File: config.mk
export PLATFORM = sky130hd
export DESIGN_NAME = period_meter
export DESIGN_NICKNAME = d
export VERILOG_FILES = /design/src/rtl/period_meter_pkg.sv /design/src/rtl/sync_edge_detect.sv /design/src/rtl/period_meter.sv
export SDC_FILE = /design/constraint.sdc
export NUM_CORES = 1
export LEC_CHECK = 0
export BUFFER_PORTS_ARGS = -buffer_cell sky130_fd_sc_hd__clkbuf_2
export CAP_MARGIN = 10
export CORE_MARGIN = 2
export CORE_UTILIZATION = 53
export DETAILED_ROUTE_END_ITERATION = 8
export MAX_ROUTING_LAYER = met4
export PLACE_DENSITY = 0.82
export SLEW_MARGIN = 40
export SYNTH_ARGS = -nofsm -noshare
export SYNTH_HDL_FRONTEND = slang
export SYNTH_HIERARCHICAL = 1
export SYNTH_SLANG_ARGS = --single-unit
File: constraint.sdc
create_clock -name i_clk -period 2.4 [get_ports i_clk]
set_input_delay 0.24 -clock i_clk [delete_from_list [all_inputs] [get_ports i_clk]]
set_output_delay 0.24 -clock i_clk [all_outputs]
set_load 0.02 [all_outputs]
File: src/rtl/period_meter_pkg.sv
// Shared constants for the period meter: FSM encodings and parameter defaults.
package period_meter_pkg;

  localparam int          PM_CNT_W_DEFAULT   = 32;
  localparam int unsigned PM_TIMEOUT_DEFAULT = 100_000_000;

  localparam logic [1:0] IDLE    = 2'd0;
  localparam logic [1:0] ARM     = 2'd1;
  localparam logic [1:0] MEASURE = 2'd2;

endpackage

File: src/rtl/sync_edge_detect.sv
// Two-flop synchroniser for an asynchronous input plus a registered copy for
// rising-edge detection on the synchronised level.
module sync_edge_detect (
  input  logic i_clk,
  input  logic i_reset,
  input  logic i_sig,
  output logic o_level,
  output logic o_rise
);

  logic s1;
  logic s2;
  logic s3;

  always_ff @(posedge i_clk or negedge i_reset) begin
    if (!i_reset) begin
      s1 <= 1'b0;
      s2 <= 1'b0;
      s3 <= 1'b0;
    end else begin
      s1 <= i_sig;
      s2 <= s1;
      s3 <= s2;
    end
  end

  assign o_level = s2;
  assign o_rise  = s2 & ~s3;

endmodule

File: src/rtl/period_meter.sv
// Measures period and high time of a slow asynchronous signal in i_clk cycles,
// with a no-edge timeout that falls back to waiting for a fresh edge.
module period_meter
  import period_meter_pkg::*;
#(
  parameter int          CNT_W   = PM_CNT_W_DEFAULT,
  parameter int unsigned TIMEOUT = PM_TIMEOUT_DEFAULT
) (
  input  logic             i_clk,
  input  logic             i_reset,
  input  logic             i_enable,
  input  logic             i_sig,
  output logic [CNT_W-1:0] o_period,
  output logic [CNT_W-1:0] o_high,
  output logic             o_valid,
  output logic             o_timeout
);

  localparam logic [CNT_W-1:0] CNT_LAST = CNT_W'(TIMEOUT - 1);
  localparam logic [CNT_W-1:0] CNT_ONE  = CNT_W'(1);

  logic [1:0]       state;
  logic [CNT_W-1:0] cnt;
  logic [CNT_W-1:0] hi;
  logic             level;
  logic             rise;
  logic             vld_p1;

  sync_edge_detect u_sync (
    .i_clk   (i_clk),
    .i_reset (i_reset),
    .i_sig   (i_sig),
    .o_level (level),
    .o_rise  (rise)
  );

  always_ff @(posedge i_clk or negedge i_reset) begin
    if (!i_reset) begin
      state     <= IDLE;
      cnt       <= '0;
      hi        <= '0;
      vld_p1    <= 1'b0;
      o_period  <= '0;
      o_high    <= '0;
      o_valid   <= 1'b0;
      o_timeout <= 1'b0;
    end else begin
      vld_p1  <= 1'b0;
      // Stage p1 -> output: the result registers lead the valid pulse by one cycle.
      o_valid <= vld_p1 & i_enable;

      if (!i_enable) begin
        state     <= IDLE;
        cnt       <= '0;
        hi        <= '0;
        o_timeout <= 1'b0;
      end else begin
        case (state)
          IDLE: begin
            state <= ARM;
            cnt   <= '0;
            hi    <= '0;
          end
          ARM, MEASURE: begin
            // A rise on the last count still closes a measurement, so it wins over timeout.
            if (rise) begin
              state     <= MEASURE;
              cnt       <= '0;
              hi        <= CNT_ONE;
              o_timeout <= 1'b0;
              if (state == MEASURE) begin
                o_period <= cnt + CNT_ONE;
                o_high   <= hi;
                vld_p1   <= 1'b1;
              end
            end else if (cnt == CNT_LAST) begin
              state     <= ARM;
              cnt       <= '0;
              hi        <= '0;
              o_timeout <= 1'b1;
              o_period  <= '0;
              o_high    <= '0;
            end else begin
              cnt <= cnt + CNT_ONE;
              if (state == MEASURE && level) begin
                hi <= hi + CNT_ONE;
              end
            end
          end
          default: state <= IDLE;
        endcase
      end
    end
  end

endmodule

[Word-level counts from Yosys, hierarchy flattened]
Index checks and enable logic that the tools add are counted.
Word-level totals
  bits in registers: 136
  bits of input ports: 4
Operators by class
  add/sub/neg operators: 2
  equality and inequality tests: 9
  mux-type cells: 26
  bitwise gates (word level): 3
  reduce and logical (&&, ||, !) cells: 7
Operators by type and width (number)
  32-bit two-way mux: 12
  32-bit case mux with 2 select lines: 2
  32-bit by 1-bit adder with 32-bit output, second input constant: 2
  32-bit by 27-bit equality test with 1-bit output, second input constant: 1
  1-bit two-way mux: 8
  2-bit two-way mux: 3
  3-bit by 1-bit inequality test with 1-bit output, second input constant: 2
  5-bit inequality test, second input constant: 1
  2-bit by 1-bit inequality test with 1-bit output, second input constant: 2
  4-bit inequality test, second input constant: 1
  2-bit case mux with 2 select lines: 1
  2-bit AND reduction: 2
  4-bit AND reduction: 1
  1-bit bitwise AND: 2
  2-bit by 1-bit equality test with 1-bit output, second input constant: 1
  2-bit equality test, second input constant: 1
  2-bit logical NOT: 1
  2-bit nonzero test: 1
  2-bit OR reduction: 1
  1-bit logical AND: 1
  1-bit inverter: 1

[Depth between registers and ports, before layout]
Gate-level depths: netlist (run 1).
  depth after elaboration: 7
  gate-level depth with buffers: 10

[Modules after synthesis]
The synthesis (run 1) kept the hierarchy.
Modules (own cells, without submodules)
  period_meter: instances 1, cells an instance 732, area an instance 6635.1 µm²
  sync_edge_detect: instances 1, cells an instance 4, area an instance 88.8 µm²

[Least setup slack after synthesis (run 1)]
No wires, ideal clock.
  path kind: register -> register
  start point: register cnt[0]
  end point: register o_period[11]
  setup time: 128 ps
  arrival time: 2154 ps
  required time: 2272 ps
  path slack: 118 ps
  stages on the path, launching flop included: 9
  cell sequence: dfrtp_1 -> ha_1 -> and3_1 -> nand2_1 -> nor4_4 -> nand2b_1 -> a21oi_2 -> buf_2 -> mux2_1
On the way
  word-level cells in the longest chain between the ends: 3
Ends and longest elaborated chain
  start, declared: RTL line period_meter.sv:23  | logic [CNT_W-1:0] cnt;
  start signal, assigned: RTL line period_meter.sv:84  | cnt <= cnt + CNT_ONE;
  32-bit by 1-bit adder with 32-bit output or 32-bit by 27-bit equality test with 1-bit output (tied branches): RTL line period_meter.sv:72, period_meter.sv:76
  32-bit two-way mux or 2-bit nonzero test (tied branches)
  32-bit two-way mux or 4-bit AND reduction (tied branches)
  end signal, assigned: RTL line period_meter.sv:72  | o_period <= cnt + CNT_ONE;
  end, declared: RTL line period_meter.sv:13  | output logic [CNT_W-1:0] o_period,
Parallel ways exist; a longest one is shown, timed or not. The select of a mux whose other input is x is not followed.
A chain may end at the register's enable or synchronous reset.

[Final worst setup path (run 1)]
  start point: register cnt[28]
  end point: register o_period[11]
On the way
  word-level cells in the longest chain between the ends: 3
Ends and longest elaborated chain
  32-bit by 27-bit equality test with 1-bit output: RTL line period_meter.sv:76  | end else if (cnt == CNT_LAST) begin
  2-bit nonzero test (no source line)
  4-bit AND reduction (no source line)
No other way between the ends.

==> results_dict.tcl, run 1 <==
set metrics [dict create \
    run_status "complete, no violations" \
    vdd_drop_max_mv 0.444 \
    cp_max_fo 8 \
    worstPathRequired_ns 2.70 \
    synth_fp_nets 745 \
    p_per_area_nw_per_um2 754 \
    via_count 5955 \
    seq_area_um2 3400 \
    wl_per_cell_um 16.5 \
    postSynth.asyncResetShare_pct 100 \
    routed_via_density 5.83 \
    timing.final.crit_share_pct 95.9 \
    critPathCaptureType "register" \
    drt_iter0_drc 557 \
    clk_root_buffer_cell "sky130_fd_sc_hd__clkbuf_16" \
    io_buffers 69 \
    combined_area_of_the_multi_input_logic_cells_um2 2910 \
    max_slew_violation_total_from_the_final_report 0 \
    post_synth_inst_count 736 \
    clock.fmax_ghz 0.434 \
    synth.area.top_cells "sky130_fd_sc_hd__dfrtp_1 51%, sky130_fd_sc_hd__o21ai_0 6.7%, sky130_fd_sc_hd__nand3_1 5.9%" \
    cts.clk_slew.worst_paths_ns 0.06 \
    cp.arrival_ns 2.60 \
    clkLatencyLatePin_ns 0.42 \
    worst-setup-path-type "register to register" \
    rsz_0062_raised_after_global_routing "no" \
    drc 0 \
    total_leakage_power_nw 3.87 \
    area_growth_syn_to_layout_pct 23.5 \
    final_net_count 845 \
    finalWorstPathRequiredPeriod_ns 2.30 \
    first_global_vias 5722 \
    antennaDiodeCount 0 \
    chipWidth_um 117 \
    finalWeightedCongestion 0.957 \
    max_cap_violations 0 \
    post-route-worst-setup-slack_ns 0.0980 \
    yosys_most_used_dff "sky130_fd_sc_hd__dfrtp_1" \
    detail-route-antenna-nets 0 \
    layout-drive-gt1-share_pct 21.2 \
    ys_warn_count 6 \
    dp_worst_setup_slack_ns 0.0546 \
    post-synth-top-area-cell "sky130_fd_sc_hd__dfrtp_1" \
    setup_viol 0 \
    io_pins 70 \
    synth-edff-count 0 \
    clkSinkCount 136 \
    finalWirelength_um 16800 \
    fillCellCount 1034 \
    global_route_wire_length_before_repair_um 28600 \
    timing.max_slew.rel_slack_pct 60.8 \
    clock_h_tree_levels 4 \
    type_of_origin_of_the_critical_path "register" \
    drt-pass1-iter-count 8 \
    floorplan.die_area_um2 13600 \
    seq_total_area_yosys_pct 50.6 \
    hp-class "input pin to register" \
    synth_cell_types 54 \
    place_hpwl_um 11000 \
    synth.avg_cell_area_um2 9.14 \
    post_synthesis_instance_area_um2 6720 \
    postSynthRegisterBits 136 \
    globalRoute.totalOverflow 0 \
    cts_made_buffers 17 \
    post-place-cells 982 \
    grt_max_degree 59 \
    rows 41 \
    clock_tree_from_tritoncts "done" \
    setup_tns_ns 0 \
    design.core.area_um2 12500 \
    floorplan.initialDensity_pct 53.7 \
    fin_skew_ns 0.00772 \
    initial_antenna_violation_count 0 \
    grt.total_usage_pct 27.6 \
    design_power_total_mw 6.26 \
    hold_viol_final 0 \
    clockBufferDepth 2 \
    die_height_um 117 \
    layout.cells.non_filler 1021 \
    worst_pin_slew_ns 0.583 \
    yosys.area.top_type_share_pct 50.6 \
]
metal layers:
| metal | vias to the layer above | GRT usage, % | wire length, um |
|---|---|---|---|
| met4 | 0 | 9.65 | 376 |
| li1 | 2802 | - | - |
| met3 | 38 | 5.71 | 1030 |
| met5 | - | - | 0 |
| met1 | 2887 | 36.0 | 7230 |
| met2 | 228 | 43.0 | 8210 |
cells in the mapped netlist (11+ instances only):
master,instances
sky130_fd_sc_hd__dfrtp_1,136
sky130_fd_sc_hd__xnor2_1,15
sky130_fd_sc_hd__or3_1,15
sky130_fd_sc_hd__a31oi_1,38
sky130_fd_sc_hd__nand3_1,79
sky130_fd_sc_hd__inv_1,63
sky130_fd_sc_hd__xor2_1,15
sky130_fd_sc_hd__nor3_1,11
sky130_fd_sc_hd__clkbuf_1,37
sky130_fd_sc_hd__a21oi_1,34
sky130_fd_sc_hd__nand2_1,50
sky130_fd_sc_hd__a22o_1,15
sky130_fd_sc_hd__nor2_1,24
sky130_fd_sc_hd__o21ai_0,90
sky130_fd_sc_hd__and3_1,16
sky130_fd_sc_hd__nand4_1,14
placed cells by master (no fill, tap or decap), types with 4 or more instances in the layout:
master                        n
sky130_fd_sc_hd__a211oi_1     6
sky130_fd_sc_hd__a21oi_1     34
sky130_fd_sc_hd__a22o_1      15
sky130_fd_sc_hd__a31oi_1     38
sky130_fd_sc_hd__and2_1       7
sky130_fd_sc_hd__and3_1      16
sky130_fd_sc_hd__and4_1       7
sky130_fd_sc_hd__buf_12       5
sky130_fd_sc_hd__buf_4       54
sky130_fd_sc_hd__bufinv_16    4
sky130_fd_sc_hd__clkbuf_16   17
sky130_fd_sc_hd__clkbuf_2    68
sky130_fd_sc_hd__clkbuf_8     4
sky130_fd_sc_hd__dfrtp_1    136
sky130_fd_sc_hd__ha_1         5
sky130_fd_sc_hd__inv_1       63
sky130_fd_sc_hd__nand2_1     49
sky130_fd_sc_hd__nand3_1     79
sky130_fd_sc_hd__nand4_1     14
sky130_fd_sc_hd__nor2_1      22
sky130_fd_sc_hd__nor3_1      11
sky130_fd_sc_hd__o21ai_0     90
sky130_fd_sc_hd__or3_1       15
sky130_fd_sc_hd__xnor2_1     15
sky130_fd_sc_hd__xor2_1      15
worst paths after layout:
| check | start | end | slack, ns | depth (start not counted) |
|---|---|---|---|---|
| min in group asynchronous | i_reset | o_period[6] | 0.36 | 2 |
| min reg2reg | u_sync/s1 | u_sync/o_level | 0.36 | 0 |
| max in group asynchronous | i_reset | o_period[28] | 1.35 | 3 |
| min | i_enable | o_timeout | 0.11 | 3 |
| max | cnt[28] | o_period[11] | 0.1 | 7 |
| max reg2reg | cnt[28] | o_period[11] | 0.1 | 7 |
what timing repair did:
action	CTS	global route
gates resized for setup	0	5
setup endpoints to repair	0	90
hold buffers	2	0
setup buffers	0	5
endpoints found under the hold margin	56	0
area by class of cell:
type | count | area share [%]
multi-input combinational | 487 | 35.1
clock buffer | 21 | 5.79
sequential | 136 | 41.0
timing repair buffer | 131 | 10.7
tap | 172 | 2.59
clock inverter | 11 | 2.02
inverter | 63 | 2.85
kinds of logic (layout without fill, tap and decap cells):
kind of cell	count (synthesis)	in the layout	synth area share [%]
buffers and inverters	113	226	6.68
and+or+nand+nor	249	249	20.1
DFF	136	136	50.6
muxes	3	3	0.465
xor gates and xnor gates	30	30	3.91
AOI/OAI and AO/OA	200	200	17.3
adders and majority gates	5	5	0.930
where the power goes:
part | switching (mW) | total (mW) | internal, mW | leakage, nW
Combinational | 0.592 | 0.895 | 0.303 | 1.90
Sequential | 0.0830 | 2.53 | 2.44 | 1.65
Clock | 0.995 | 2.84 | 1.85 | 0.315
Total | 1.67 | 6.26 | 4.59 | 3.87
state kept, by name (all words and copies together) (netlist names):
register	cells
o_timeout	1
u_sync/o_level	1
u_sync/s1	1
state	2
o_valid	1
vld_p1	1
o_period	32
hi	32
o_high	32
cnt	32
u_sync/s3	1
worst max-delay path: stages, from the launching register on:
cell and delay (ns):
sky130_fd_sc_hd__dfrtp_1 0.45, sky130_fd_sc_hd__nor3_1 0.31, sky130_fd_sc_hd__nand4_1 0.19, sky130_fd_sc_hd__nor4_4 0.39
sky130_fd_sc_hd__nand2b_1 0.18, sky130_fd_sc_hd__a21oi_4 0.22, sky130_fd_sc_hd__buf_12 0.14, sky130_fd_sc_hd__mux2_1 0.31
stage by stage:
stage,util [%],area (um2),hold slack [ns]
4_1_cts,65.8,8240,0.0956
5_1_grt,66.3,8300,0.121
3_3_place_gp,60.5,7570,0.245
6_report,66.3,8300,0.107
2_1_floorplan,-,6720,-0.0556
3_5_place_dp,60.5,7570,0.247
No activity file was read; power rests on OpenSTA's default activity.
==> run 2: changes to the inputs <==
==> constraint.sdc (replaced) <==
create_clock -name i_clk -period 2.4 [get_ports i_clk]
set_input_delay 0.36 -clock i_clk [delete_from_list [all_inputs] [get_ports i_clk]]
set_output_delay 0.36 -clock i_clk [all_outputs]
set_load 0.02 [all_outputs]
==> run 2 against run 1 <==
Compared with the run above:
- worst setup slack improved by 0.063 ns
- sequential cell count stayed put
- register-to-register slack improved by 0.06 ns
- cell area shrank 1.1%
- largest cell class unchanged
- hold slack got worse by 0.069 ns
- sequential share of layout area rose by 0.46 points
- critical path depth grew 2
- sequential power hardly changed
- clock-buffer cell count shrank 2
- maximum frequency grew 2.8%
- die area did not move
==> results_dict.tcl, run 2 (same netlist as run 1, synthesis figures left out) <==
set metrics [dict create \
    run_status "complete, no violations" \
    drt-pass1-iter-count 5 \
    via_count 5860 \
    ff_to_ff_setup_slack_ns 0.16 \
    rsz_0062_raised_after_global_routing "no" \
    layout-drive-gt1-share_pct 20.5 \
    antennaDiodeCount 0 \
    drt_iter0_drc 529 \
    timing.final.crit_share_pct 93.3 \
    grt_max_degree 65 \
    timing.reg2reg.worst_path_depth 9 \
    layout_commonest_cell "sky130_fd_sc_hd__dfrtp_1" \
    cp_common_cell "sky130_fd_sc_hd__buf_4" \
    worst-setup-path-type "register to register" \
    io_pins 70 \
    cell_area_after_layout_um2 8210 \
    globalRoute.totalOverflow 0 \
    grt.total_usage_pct 26.7 \
    cts_made_buffers 17 \
    setup_tns_ns 0 \
    chipWidth_um 117 \
    most-common-layout-cells "136 x sky130_fd_sc_hd__dfrtp_1, 90 x sky130_fd_sc_hd__o21ai_0, 79 x sky130_fd_sc_hd__nand3_1" \
    clock.fmax_ghz 0.447 \
    max_cap_violations 0 \
    hp-class "input pin to register" \
    p_per_area_nw_per_um2 754 \
    clk_root_buffer_cell "sky130_fd_sc_hd__clkbuf_16" \
    design.core.area_um2 12500 \
    hold_viol_final 0 \
    cp-startpoint "cnt[0]" \
    wl_per_cell_um 16.2 \
    total_leakage_power_nw 3.80 \
    floorplan.die_area_um2 13600 \
    detail-route-antenna-nets 0 \
    vdd_drop_max_mv 0.510 \
    timing.critical_path.max_delay_family "simple AND/OR/NAND/NOR gates" \
    clock_h_tree_levels 4 \
    final_net_count 837 \
    hold_start "i_sig" \
    worstHoldEndpoint "u_sync/s1" \
    critical_path_buf_inv_count 2 \
    worstReg2RegStart "cnt[0]" \
    fin_skew_ns 0.00701 \
    finalWorstPathRequiredPeriod_ns 2.24 \
    setup_viol 0 \
    clkSinkCount 136 \
    die_height_um 117 \
    timing.critical_path.slowest_stage_cell "sky130_fd_sc_hd__or4_1" \
    clock_tree_from_tritoncts "done" \
    place_hpwl_um 11100 \
    critPathCaptureType "register" \
    first_global_vias 5652 \
    holdPathStages 1 \
    crit-reg2reg-capture "hi[29]" \
    finalWeightedCongestion 0.962 \
    clockBufferDepth 2 \
    cts.clk_slew.worst_paths_ns 0.06 \
    io_buffers 69 \
    timing.critical_path.slowest_cell_delay_ns 0.49 \
    area_growth_syn_to_layout_pct 22.1 \
    timing.max_slew.rel_slack_pct 63.5 \
    worstPathRequired_ns 2.75 \
    placement_cell_area_um2 7530 \
    floorplan.initialDensity_pct 53.7 \
    design_power_total_mw 6.19 \
    routed_via_density 5.79 \
    cp.arrival_ns 2.59 \
    drc 0 \
    type_of_origin_of_the_critical_path "register" \
    global_route_wire_length_before_repair_um 27500 \
    finalWirelength_um 16400 \
    initial_antenna_violation_count 0 \
    worst_pin_slew_ns 0.543 \
    cp_cell_sequence "ha_1 > and3_1 > nand2_1 > nor4_4 > buf_4 > nand2b_2 > buf_4 > or4_1 > o21ai_0" \
    cp_max_fo 10 \
    clkLatencyLatePin_ns 0.43 \
    max_slew_violation_total_from_the_final_report 0 \
    rows 41 \
]
==> run 2: routing by layer <==
layer | wire length, um | up-vias | GRT usage (%) | part of all wire, %
met4 | 387 | 0 | 10.0 | 2.4
li1 | - | 2805 | - | -
met5 | 0 | - | - | 0
met2 | 7850 | 215 | 41.0 | 48
met1 | 7120 | 2809 | 34.8 | 44
met3 | 1010 | 31 | 6.12 | 6.2
==> run 2: timing repair <==
| item | CTS | global route |
|---|---|---|
| resized for setup | 0 | 5 |
| hold buffers | 1 | 0 |
| setup endpoints to repair | 0 | 74 |
| buffers inserted | 0 | 3 |
| hold endpoints to repair | 42 | 0 |
==> run 2: power breakdown <==
group	switching (mW)	internal, mW	total, mW	leakage [nW]
Sequential	0.0862	2.44	2.53	1.65
Clock	1.00	1.78	2.78	0.289
Combinational	0.585	0.290	0.875	1.85
Total	1.67	4.51	6.19	3.80
==> run 2: how the worst max path moves through the flow <==
| stage | to | depth (start not counted) |
|---|---|---|
| floorplan | o_period[11] | 8 |
| global placement | o_high[25] | 7 |
| detailed placement | o_high[6] | 7 |
| CTS | o_high[30] | 7 |
| global route | o_period[11] | 7 |
| finish | hi[29] | 9 |
==> run 2: layout make-up <==
class                   instances  area, um2
clock buffers                  19        453
fillers                      1059       4310
well taps                     172        215
inverters                      63        236
repair buffers                123        813
flip-flops and latches        136       3400
multi-input cells             487       2910
clock inverters                12        175
==> run 2: per-stage QoR <==
stage	std cells	util [%]	hold WS (ns)	worst slack, ns
5_1_grt	1012	65.6	0.0306	0.00347
2_1_floorplan	736	-	0.0644	0.118
3_3_place_gp	977	60.2	0.316	0.156
4_1_cts	1009	65.3	0.0276	0.0332
3_5_place_dp	977	60.2	0.314	0.0491
6_report	1012	65.6	0.0374	0.161
==> run 3: changes to the inputs <==
--- a/config.mk
+++ b/config.mk
@@ -8,10 +8,10 @@
 export BUFFER_PORTS_ARGS = -buffer_cell sky130_fd_sc_hd__clkbuf_2
 export CAP_MARGIN = 10
 export CORE_MARGIN = 2
-export CORE_UTILIZATION = 53
+export CORE_UTILIZATION = 59
 export DETAILED_ROUTE_END_ITERATION = 8
 export MAX_ROUTING_LAYER = met4
-export PLACE_DENSITY = 0.82
+export PLACE_DENSITY = 0.86
 export SLEW_MARGIN = 40
 export SYNTH_ARGS = -nofsm -noshare
 export SYNTH_HDL_FRONTEND = slang
==> constraint.sdc (replaced) <==
create_clock -name i_clk -period 2.25 [get_ports i_clk]
set_input_delay 0.3375 -clock i_clk [delete_from_list [all_inputs] [get_ports i_clk]]
set_output_delay 0.3375 -clock i_clk [all_outputs]
set_load 0.02 [all_outputs]
==> run 3 against run 2 <==
Compared with the run above:
- the flow now finishes with violations (setup timing)
- maximum frequency down 0.56%
- critical endpoint unchanged
- critical path depth unchanged
- sequential cell count unchanged
- non-clock buffer count up 30
==> results_dict.tcl, run 3 (same netlist as run 1, synthesis figures left out) <==
set metrics [dict create \
    clkSinkCount 136 \
    holdPathStages 1 \
    clkLatencyLatePin_ns 0.42 \
    power.internal_mw 4.86 \
    chipWidth_um 111 \
    worst-setup-path-type "register to register" \
    combined_area_of_the_multi_input_logic_cells_um2 2980 \
    hold_viol_final 0 \
    cts.clk_slew.worst_paths_ns 0.06 \
    failed_checks "setup timing" \
    design.core.area_um2 11000 \
    drc 0 \
    timing.reg2reg.worst_path_depth 9 \
    global_route_wire_length_before_repair_um 30300 \
    clock_tree_from_tritoncts "done" \
    drt-pass1-iter-count 5 \
    clk_root_buffer_cell "sky130_fd_sc_hd__clkbuf_16" \
    setup_viol 1 \
    fillCellCount 676 \
    dp_worst_setup_slack_ns -0.0244 \
    type_of_origin_of_the_critical_path "register" \
    switching_share_pct 27.6 \
    timing.final.crit_share_pct 100 \
    hp-class "input pin to register" \
    clockBufferDepth 2 \
    total_leakage_power_nw 4.02 \
    p_per_area_nw_per_um2 785 \
    cp_max_fo 5 \
    clock_power_share_pct 43.8 \
    via_count 6420 \
    antennaDiodeCount 0 \
    worst_pin_slew_ns 0.652 \
    floorplan.die_area_um2 12300 \
    most-common-layout-cells "134 x sky130_fd_sc_hd__dfrtp_1, 88 x sky130_fd_sc_hd__o21ai_0, 78 x sky130_fd_sc_hd__nand3_1" \
    combPwrFrac_pct 16.0 \
    io_buffers 69 \
    floorplan.initialDensity_pct 61.2 \
    clock.fmax_ghz 0.444 \
    finalWirelength_um 19500 \
    fin_skew_ns 0.00645 \
    clock_h_tree_levels 4 \
    grt.total_usage_pct 30.9 \
    timing.max_slew.rel_slack_pct 56.6 \
    seq_area_um2 3410 \
    run_status "finished with violations" \
    cts_made_buffers 17 \
    cp.arrival_ns 2.60 \
    sequentialPowerShare_pct 40.2 \
    worstPathRequired_ns 2.59 \
    vdd_drop_max_mv 0.536 \
    drt_iter0_drc 659 \
    first_global_vias 6235 \
    detail-route-antenna-nets 0 \
    power.net_switching_mw 1.85 \
    finalWorstPathRequiredPeriod_ns 2.25 \
    rows 38 \
    max_slew_violation_total_from_the_final_report 0 \
    layout-drive-gt1-share_pct 24.9 \
    area_growth_syn_to_layout_pct 27.2 \
    post-route-worst-setup-slack_ns -0.00168 \
    routed_via_density 6.35 \
    rsz_0062_raised_after_global_routing "yes" \
    globalRoute.totalOverflow 0 \
    max_cap_violations 0 \
    die_height_um 111 \
    wl_per_cell_um 19.2 \
    layout_commonest_cell "sky130_fd_sc_hd__dfrtp_1" \
    initial_antenna_violation_count 0 \
    design_power_total_mw 6.71 \
    io_pins 70 \
    critPathCaptureType "register" \
    final_net_count 867 \
    place_hpwl_um 11400 \
    grt_max_degree 49 \
    finalWeightedCongestion 0.982 \
]
==> run 3: layout make-up <==
type / instances / share of cell area (%)
tap: 140 / 2.05
clock inverter: 13 / 2.08
clock buffer: 19 / 5.18
multi-input combinational: 487 / 34.9
timing repair buffer: 153 / 13.2
sequential: 136 / 39.8
inverter: 63 / 2.77
==> run 3: stage by stage <==
| step | cell area [um2] | hold WS [ns] | utilization [%] | instances | setup TNS (ns) |
|---|---|---|---|---|---|
| floorplan | 6730 | 0.0419 | - | 736 | 0 |
| global placement | 7590 | 0.335 | 69.1 | 956 | 0 |
| detailed placement | 7590 | 0.340 | 69.1 | 956 | -0.0244 |
| CTS | 8290 | 0.0255 | 75.5 | 995 | 0 |
| global route | 8550 | 0.0283 | 77.9 | 1011 | -0.557 |
| finish | 8550 | 0.0288 | 77.9 | 1011 | -0.00168 |
==> run 3: routing by layer <==
metal | vias to the layer above | global-route usage [%] | routed length [um]
met2 | 429 | 50.5 | 9800
met4 | 0 | 13.1 | 674
met3 | 80 | 5.30 | 1500
met5 | - | - | 0
met1 | 3050 | 38.1 | 7490
li1 | 2861 | - | -
==> run 3: worst paths after layout <==
| path | to | slack [ns] | startpoint |
|---|---|---|---|
| max | hi[29] | -0.002 | state[0] |
| min in group asynchronous | o_period[7] | 0.49 | i_reset |
| max in group asynchronous | hi[11] | 1.09 | i_reset |
| min reg2reg | u_sync/o_level | 0.35 | u_sync/s1 |
| max reg2reg | hi[29] | -0.002 | state[0] |
| min | u_sync/s1 | 0.03 | i_sig |
==> run 3: critical path: stages, from the launching register on <==
cell                      delay (ns)
sky130_fd_sc_hd__dfrtp_1        0.40
sky130_fd_sc_hd__inv_2          0.10
sky130_fd_sc_hd__ha_4           0.15
sky130_fd_sc_hd__nand4_1        0.08
sky130_fd_sc_hd__or4_4          0.47
sky130_fd_sc_hd__nor3_4         0.21
sky130_fd_sc_hd__buf_6          0.15
sky130_fd_sc_hd__nand3_2        0.09
sky130_fd_sc_hd__or4_4          0.45
sky130_fd_sc_hd__o21ai_2        0.08
==> run 3: repair_timing <==
action                                  CTS  global route
endpoints found under the setup margin   35           106
endpoints found under the hold margin    46             0
hold buffers                              1             0
setup buffers                             6            12
resized for setup                         8            26
pin swaps                                 4            10
cloned                                    0             4
==> run 3: power groups by stage <==
stage / registers (mW) / clock network, mW / logic, mW
after floorplan: 2.91 / 0 / 0.359
after global placement: 2.73 / 0 / 0.911
after detailed placement: 2.74 / 0 / 0.938
after CTS: 2.70 / 2.94 / 0.970
after global routing: 2.71 / 3.06 / 1.15
final: 2.70 / 2.94 / 1.07
